File: src/rtl/formatter.sv
// rtl/formatter.sv - MCDF formatter: selects a channel, buffers one packet, streams it out framed.
module formatter (
    input  logic        clk_i,
    input  logic        rstn_i,
    output logic        f2a_id_req_o,
    input  logic        a2f_val_i,
    input  logic [1:0]  a2f_id_i,
    input  logic [31:0] a2f_data_i,
    input  logic [2:0]  a2f_pkglen_sel_i,
    output logic        f2a_ack_o,
    output logic        fmt_req_o,
    input  logic        fmt_grant_i,
    output logic [1:0]  fmt_chid_o,
    output logic [5:0]  fmt_length_o,
    output logic        fmt_start_o,
    output logic        fmt_end_o,
    output logic [31:0] fmt_data_o
);

    typedef enum logic [2:0] {
        S_IDLE,
        S_SEL,
        S_WAIT,
        S_COLLECT,
        S_REQ,
        S_SEND
    } state_t;

    state_t      state;
    logic [1:0]  chid_r;
    logic [5:0]  len_r;
    logic [5:0]  wcnt;
    logic [5:0]  rcnt;
    logic [5:0]  wcnt_next;
    logic [5:0]  rcnt_next;
    logic [31:0] pkt_buf [32];

    function automatic logic [5:0] decode_len(input logic [2:0] sel);
        case (sel)
            3'd0:    decode_len = 6'd4;
            3'd1:    decode_len = 6'd8;
            3'd2:    decode_len = 6'd16;
            default: decode_len = 6'd32;
        endcase
    endfunction

    assign wcnt_next = wcnt + 6'd1;
    assign rcnt_next = rcnt + 6'd1;

    // The wcnt guard keeps a full buffer from accepting one word too many.
    assign f2a_ack_o = (state == S_COLLECT) && a2f_val_i && (wcnt != len_r);

    // Buffer storage carries no reset; contents are only read after being written.
    always_ff @(posedge clk_i) begin
        if (f2a_ack_o) begin
            pkt_buf[wcnt[4:0]] <= a2f_data_i;
        end
    end

    always_ff @(posedge clk_i) begin
        if (!rstn_i) begin
            state        <= S_IDLE;
            chid_r       <= 2'd0;
            len_r        <= 6'd0;
            wcnt         <= 6'd0;
            rcnt         <= 6'd0;
            f2a_id_req_o <= 1'b0;
            fmt_req_o    <= 1'b0;
            fmt_chid_o   <= 2'd0;
            fmt_length_o <= 6'd0;
            fmt_start_o  <= 1'b0;
            fmt_end_o    <= 1'b0;
            fmt_data_o   <= 32'd0;
        end else begin
            f2a_id_req_o <= 1'b0;
            case (state)
                S_IDLE: begin
                    state        <= S_SEL;
                    f2a_id_req_o <= 1'b1;
                end
                S_SEL: begin
                    state <= S_WAIT;
                end
                S_WAIT: begin
                    if (a2f_id_i == 2'b11) begin
                        state <= S_IDLE;
                    end else begin
                        chid_r <= a2f_id_i;
                        len_r  <= decode_len(a2f_pkglen_sel_i);
                        wcnt   <= 6'd0;
                        state  <= S_COLLECT;
                    end
                end
                S_COLLECT: begin
                    if (f2a_ack_o) begin
                        wcnt <= wcnt_next;
                        if (wcnt_next == len_r) begin
                            state        <= S_REQ;
                            fmt_req_o    <= 1'b1;
                            fmt_chid_o   <= chid_r;
                            fmt_length_o <= len_r;
                        end
                    end
                end
                S_REQ: begin
                    // First word is registered on the grant edge so it appears one cycle later.
                    if (fmt_grant_i) begin
                        state       <= S_SEND;
                        fmt_req_o   <= 1'b0;
                        rcnt        <= 6'd0;
                        fmt_data_o  <= pkt_buf[0];
                        fmt_start_o <= 1'b1;
                        fmt_end_o   <= (len_r == 6'd1);
                    end
                end
                S_SEND: begin
                    if (rcnt == len_r - 6'd1) begin
                        state        <= S_IDLE;
                        fmt_data_o   <= 32'd0;
                        fmt_start_o  <= 1'b0;
                        fmt_end_o    <= 1'b0;
                        fmt_chid_o   <= 2'd0;
                        fmt_length_o <= 6'd0;
                    end else begin
                        rcnt        <= rcnt_next;
                        fmt_data_o  <= pkt_buf[rcnt_next[4:0]];
                        fmt_start_o <= 1'b0;
                        fmt_end_o   <= (rcnt_next == len_r - 6'd1);
                    end
                end
                default: begin
                    state <= S_IDLE;
                end
            endcase
        end
    end

endmodule

File: config.mk
export PLATFORM = sky130hd
export DESIGN_NAME = formatter
export DESIGN_NICKNAME = d
export VERILOG_FILES = /design/src/rtl/formatter.sv
export SDC_FILE = /design/constraint.sdc
export NUM_CORES = 1
export LEC_CHECK = 0
export BUFFER_PORTS_ARGS = -buffer_cell sky130_fd_sc_hd__buf_4
export CAP_MARGIN = 20
export CORE_MARGIN = 1.5
export CORE_UTILIZATION = 54
export DETAILED_ROUTE_END_ITERATION = 16
export PLACE_DENSITY = 0.7
export SETUP_SLACK_MARGIN = 0.02
export SLEW_MARGIN = 20
export SYNTH_ARGS = -nofsm -noshare
export SYNTH_HDL_FRONTEND = slang
export SYNTH_SLANG_ARGS = --single-unit
export TNS_END_PERCENT = 5
File: constraint.sdc
create_clock -name clk_i -period 5.2 [get_ports clk_i]
set_input_delay 0.52 -clock clk_i [delete_from_list [all_inputs] [get_ports clk_i]]
set_output_delay 0.52 -clock clk_i [all_outputs]
set_load 0.05 [all_outputs]
==> results_dict.tcl, run 1 <==
set metrics [dict create \
    cts_tree "yes" \
    initial_utilization_pct 54.8 \
    io_buffers 83 \
    dpl.hpwl_mm 60.4 \
    yosysUniqueCellTypes 57 \
    synthCells 2260 \
    routed_via_density 6.57 \
    drt_pass1_iterations 5 \
    p_leak_nw 15.0 \
    fin_tns_setup_ns 0 \
    hp-class "in -> reg" \
    min_period_ns 3.71 \
    htreeDepth 3 \
    arrival_ns 4.21 \
    synth_top_area_share_pct 72.0 \
    place_area_sq_um 45000 \
    dieArea_sq_um 80700 \
    post-route-drc-count 0 \
    num-fill-cells 5403 \
    slew_violations 0 \
    synth_seq_cells 1087 \
    io_pins 86 \
    synth-edff-count 1024 \
    worst_slew_pin_slew_ns 1.17 \
    drt_iter0_drc 3126 \
    synth_area_leaders "edfxtp_1 (72%), mux4_2 (10%), dfxtp_1 (3.0%)" \
    ir_drop_mv 0.287 \
    synthMostInstantiatedCell "edfxtp_1" \
    synth_warnings 0 \
    skew_ns 0.0426 \
    grt_pass1_vias 22900 \
    rsz0062_at_grt "no" \
    p_per_area_nw_per_um2 356 \
    fmax_ghz 0.270 \
    rows 102 \
    cts_made_buffers 105 \
    wl_mm 111 \
    num_vias 23100 \
    drtAntennaViolNets 0 \
    post_cts_resized 0 \
    total_power_mw 17.2 \
    status "finished clean" \
    syn_avg_cell_area_sq_um 18.9 \
    path_clk_slew_ns 0.06 \
    setup_viol 0 \
    fp.dieH_microns 284 \
    clockBufferDepth 3 \
    async_reset_ff_share_pct 0 \
    period_share_pct 71.3 \
    area_growth_pct 13.2 \
    grt-ovfl-total 0 \
    required_ns 5.70 \
    syn_area_sq_um 42700 \
    grt_max_degree 91 \
    die_w_microns 284 \
    startpoint_type "flop" \
    synth_common_cells "edfxtp_1 (1024), mux4_2 (192), nor2_1 (151), mux2_2 (93), nand2_1 (87)" \
    wl_per_cell_microns 31.6 \
    synth_ff_type "edfxtp_1" \
    post_cts_buffers 0 \
    drive_gt1_share_pct 26.2 \
    cap_violations 0 \
    grt_use_total_pct 27.6 \
    routabilityCongestion 0.812 \
    slew_headroom_pct 21.9 \
    worstSetupEndpointType "flop" \
    placed_cells 3319 \
    finalInstanceArea_sq_um 48300 \
    finalNonFillerCells 3516 \
    grt_pass1_wl_mm 160 \
    antenna_found_initial 4 \
    final_nets 2435 \
    yosysSeqAreaShare_pct 75.0 \
    cts-root-buf "clkbuf_16" \
    numClockSinks 1087 \
    yosys.area.top_type "edfxtp_1" \
    cts-hold-fix-buffers 0 \
    core_sq_um 77800 \
    hold_violations 0 \
    crit_fanout 20 \
    criticalPathCategory "reg -> reg" \
    insertion_delay_ns 0.68 \
]
-- power breakdown --
group	switching [mW]	leakage, nW	internal, mW
sequential	0.00965	9.71	9.57
clock	3.26	1.60	4.07
combinational	0.226	3.72	0.0739
-- flip-flops by register name, indices dropped and copies added (netlist names) --
register / cells
chid_r: 2
f2a_id_req_o: 1
fmt_chid_o: 2
fmt_data_o: 32
fmt_end_o: 1
fmt_length_o: 4
fmt_req_o: 1
fmt_start_o: 1
len_r: 4
pkt_buf: 1024
rcnt: 6
state: 3
wcnt: 6
-- routing by layer --
metal / vias to the layer above / GRT usage, % / routed length, microns
met4: 2 / 9.03 / 3160
met5: - / 0 / 12
met2: 1439 / 42.9 / 52300
met3: 183 / 4.32 / 11600
li1: 9401 / - / -
met1: 12100 / 40.6 / 44000
-- logic make-up after synthesis --
| logic type | after synthesis | share of synthesized area (%) |
|---|---|---|
| DFF | 1087 | 75.0 |
| and+or+nand+nor | 356 | 4.08 |
| muxes | 354 | 14.2 |
| AOI/OAI and AO/OA | 280 | 4.30 |
| buffers and inverters | 150 | 1.68 |
| xor gates and xnor gates | 24 | 0.510 |
| adders and majority gates | 8 | 0.234 |
| other | 1 | 0.00878 |
-- cells in the final DEF, fill, tap and decap left out, types with 6 or more instances in the layout --
master	netlist	final
edfxtp_1	1024	1024
inv_1	9	9
nor2_4	0	33
mux2i_1	67	67
o21ai_1	32	32
buf_4	11	148
mux2_2	93	93
a22o_1	38	38
nand3_1	44	44
nor2_1	151	117
clkinvlp_4	0	9
buf_12	0	11
dfxtp_1	63	61
xnor2_1	19	18
ha_1	8	7
o21bai_1	32	32
mux4_2	192	192
a31oi_1	35	33
nand2_1	87	87
nand4bb_1	31	31
clkbuf_1	65	26
o22ai_1	63	63
a21oi_1	15	14
nand2b_1	7	6
clkbuf_8	0	6
o21ai_0	39	39
nor3_1	9	9
clkinv_1	0	18
clkinv_2	0	17
clkbuf_16	0	106
-- critical path, cell delays in order (launching register included) --
cell and delay [ns]:
dfxtp_1 0.46, ha_1 0.65, xor2_4 0.72, buf_4 0.45, mux4_2 0.54, mux2_2 0.28, o22ai_1 0.16, nand4bb_1 0.18
a31oi_1 0.10
-- path summary, 6_finish.rpt --
path	from	slack, ns	end	depth (start not counted)
max	rcnt[1]$_SDFFE_PN0P_	1.49	fmt_data_o[3]$_SDFFE_PN0P_	8
max reg2reg	rcnt[1]$_SDFFE_PN0P_	1.49	fmt_data_o[3]$_SDFFE_PN0P_	8
min	a2f_id_i[1]	0.11	chid_r[1]$_SDFFE_PN0P_	3
min reg2reg	chid_r[0]$_SDFFE_PN0P_	0.47	chid_r[0]$_SDFFE_PN0P_	2
-- per-stage QoR --
stage | worst slack (ns) | hold slack [ns] | utilization, %
6_report | 1.49 | 0.113 | 62.1
5_1_grt | 1.29 | 0.127 | 62.1
3_3_place_gp | 1.64 | 0.444 | 57.8
4_1_cts | 1.47 | 0.0903 | 62.1
2_1_floorplan | 1.46 | 0.436 | -
3_5_place_dp | 1.52 | 0.459 | 57.8
-- area by class of cell --
class / instances / area [sq um] / area share (%)
Antenna cell: 1 / 2.50 / 0.00518
Clock buffer: 138 / 2830 / 5.86
Clock inverter: 58 / 490 / 1.01
Inverter: 9 / 33.8 / 0.0699
Multi-Input combinational cell: 1024 / 10300 / 21.4
Sequential cell: 1087 / 32000 / 66.2
Tap cell: 1040 / 1300 / 2.69
Timing Repair Buffer: 159 / 1330 / 2.75
No activity file was read; power rests on OpenSTA's default activity.
==> run 2, diff against run 1 <==
--- a/config.mk
+++ b/config.mk
@@ -5,6 +5,7 @@
 export SDC_FILE = /design/constraint.sdc
 export NUM_CORES = 1
 export LEC_CHECK = 0
+export ABC_AREA = 1
 export BUFFER_PORTS_ARGS = -buffer_cell sky130_fd_sc_hd__buf_4
 export CAP_MARGIN = 20
 export CORE_MARGIN = 1.5
==> constraint.sdc (replaced) <==
create_clock -name clk_i -period 3.89 [get_ports clk_i]
set_input_delay 0.389 -clock clk_i [delete_from_list [all_inputs] [get_ports clk_i]]
set_output_delay 0.389 -clock clk_i [all_outputs]
set_load 0.05 [all_outputs]
==> results_dict.tcl, run 2 <==
set metrics [dict create \
    routabilityCongestion 0.888 \
    required_ns 4.43 \
    final_common_cell "nand2_1" \
    p_leak_nw 17.6 \
    p_per_area_nw_per_um2 654 \
    grt_max_degree 215 \
    placed_cells 4799 \
    clockBufferDepth 3 \
    core_sq_um 80500 \
    numClockSinks 1087 \
    synthMostInstantiatedCell "nand2_1" \
    grt_pass1_vias 28200 \
    route.met2.wl_mm 56.4 \
    insertion_delay_ns 0.68 \
    synth_adder_area_share_pct 0.227 \
    grt_pass1_wl_mm 179 \
    final_cell_mix "nand2_1 (1208), edfxtp_1 (1024), nand3_1 (937)" \
    dpl.hpwl_mm 67.8 \
    grt_use_total_pct 29.2 \
    htreeDepth 3 \
    synth_seq_cells 1087 \
    io_pins 86 \
    ir_drop_mv 0.958 \
    skew_ns 0.0209 \
    synthCells 3817 \
    initial_utilization_pct 54.7 \
    area_growth_pct 12.5 \
    setup_viol 0 \
    startpoint_type "flop" \
    period_share_pct 78.5 \
    fin_tns_setup_ns 0 \
    synth-edff-count 1024 \
    syn_avg_cell_area_sq_um 11.5 \
    drt_iter0_drc 3968 \
    drive_gt1_share_pct 9.54 \
    cts-root-buf "clkbuf_16" \
    yosysUniqueCellTypes 29 \
    total_power_mw 32.4 \
    worst_slew_pin_slew_ns 1.11 \
    hold_violations 0 \
    final_nets 3901 \
    cap_violations 0 \
    fp.dieH_microns 289 \
    synth_top_area_share_pct 69.8 \
    wl_met3_mm 12.8 \
    syn_area_sq_um 44000 \
    cts_made_buffers 109 \
    synthSimpleGateAreaFrac_pct 22.0 \
    drt_pass1_iterations 7 \
    num-fill-cells 6173 \
    criticalPathCategory "reg -> reg" \
    slew_violations 0 \
    antenna_found_initial 0 \
    worstSetupEndpointType "flop" \
    largest_reg_flops 1024 \
    wl_mm 122 \
    yosys.area.top_type "edfxtp_1" \
    synth_area_leaders "edfxtp_1 (70%), nand3_1 (11%), nand2_1 (10%)" \
    synth_warnings 0 \
    synth_top_family_by_area "simple AND/OR/NAND/NOR gates" \
    yosysSeqAreaShare_pct 72.7 \
    hp-class "in -> reg" \
    rsz0062_at_grt "no" \
    cts_tree "yes" \
    top_layer "met4" \
    arrival_ns 3.60 \
    crit_fanout 61 \
    post-route-drc-count 0 \
    min_period_ns 3.05 \
    async_reset_ff_share_pct 0 \
    wl_met1_mm 49.1 \
    final_util_pct 61.5 \
    synth_ff_type "edfxtp_1" \
    io_buffers 83 \
    die_w_microns 289 \
    synth_compound_area_share_pct 1.79 \
    drtAntennaViolNets 0 \
    fmax_ghz 0.328 \
    fin_hold_ws_ns 0.0356 \
    grt-ovfl-total 0 \
    synth-xor-area-share_pct 0.153 \
    wl_per_cell_microns 24.3 \
    path_clk_slew_ns 0.06 \
    routed_via_density 6.01 \
    status "finished clean" \
    muxShareOfSynthArea_pct 0 \
    dieArea_sq_um 83200 \
    n_antenna_cell 0 \
    rrSetupSlack_ns 0.84 \
    synth_common_cells "nand2_1 (1208), edfxtp_1 (1024), nand3_1 (937), buf_2 (115), nor2_1 (99)" \
    rows 104 \
    finalNonFillerCells 5000 \
    slew_headroom_pct 26.2 \
    num_vias 30100 \
]
==> run 2: changes by cell type in the layout (fill, tap and decap cells not counted), sizes merged, moves of 27 or more <==
cell     delta
a21oi      +37
a22o       -38
a31oi      -35
inv        +47
mux2       -95
mux2i      -67
mux4      -192
nand2    +1124
nand3     +894
nand4bb    -31
nor2       -51
o21ai      +27
o21bai     -32
o22ai      -63
==> run 2: cell families after synthesis <==
| kind of cell | count (synthesis) |
|---|---|
| other cells | 1 |
| fa+ha+maj | 8 |
| buf+inv | 299 |
| simple gates | 2261 |
| xor+xnor | 6 |
| flops | 1087 |
| compound gates | 155 |
==> run 2: per-layer routing <==
metal | track usage (%) | up-vias
met4 | 9.08 | 0
met5 | 0 | -
met2 | 45.1 | 1695
met3 | 5.75 | 203
li1 | - | 13500
met1 | 42.1 | 14600
==> run 2: worst paths after layout <==
kind                                  from                          end  depth (start not counted)
setup reg to reg      rcnt[0]$_SDFFE_PN0P_  fmt_data_o[16]$_SDFFE_PN0P_                         11
hold reg to reg   fmt_start_o$_SDFFE_PN0P_     fmt_start_o$_SDFFE_PN0P_                          2
setup / recovery      rcnt[0]$_SDFFE_PN0P_  fmt_data_o[16]$_SDFFE_PN0P_                         11
hold / removal                 fmt_grant_i        state[0]$_SDFFE_PN0P_                          3
==> run 2: critical path: stages, from the launching register on <==
cell	delay (ns)
dfxtp_4	0.60
inv_8	0.17
ha_4	0.33
inv_8	0.34
buf_4	0.48
nand3_1	0.17
nand3_1	0.14
nand3_1	0.12
nand2_1	0.12
nand2_1	0.15
nand3_1	0.15
a21oi_1	0.07
==> run 2: area by class of cell <==
cell class / instances / area [sq um] / area share (%)
flip-flops and latches: 1087 / 32000 / 64.6
multi-input cells: 2432 / 11000 / 22.1
clock buffers: 136 / 2900 / 5.86
repair buffers: 165 / 1590 / 3.22
well taps: 1060 / 1330 / 2.68
clock inverters: 63 / 498 / 1.01
inverters: 57 / 233 / 0.470
==> run 2: metrics by stage <==
step | worst slack (ns) | cell area, sq um
6_report | 0.837 | 49500
5_1_grt | 0.738 | 49500
4_1_cts | 0.892 | 49500
3_5_place_dp | 0.911 | 46100
3_3_place_gp | 0.965 | 46100
2_1_floorplan | 0.620 | 44000
==> run 2: what timing repair did <==
| item | in CTS | in global routing |
|---|---|---|
| buffers inserted | 0 | 0 |
| gates resized for setup | 0 | 0 |
| hold buffers | 2 | 0 |
| hold endpoints to repair | 2 | 0 |
==> run 2: report_power, final <==
group / leakage, nW / total (mW) / switching (mW) / internal (mW)
Sequential: 9.71 / 13.2 / 0.232 / 13.0
Combinational: 6.23 / 9.11 / 6.60 / 2.51
Clock: 1.68 / 10.1 / 4.40 / 5.68
Total: 17.6 / 32.4 / 11.2 / 21.2
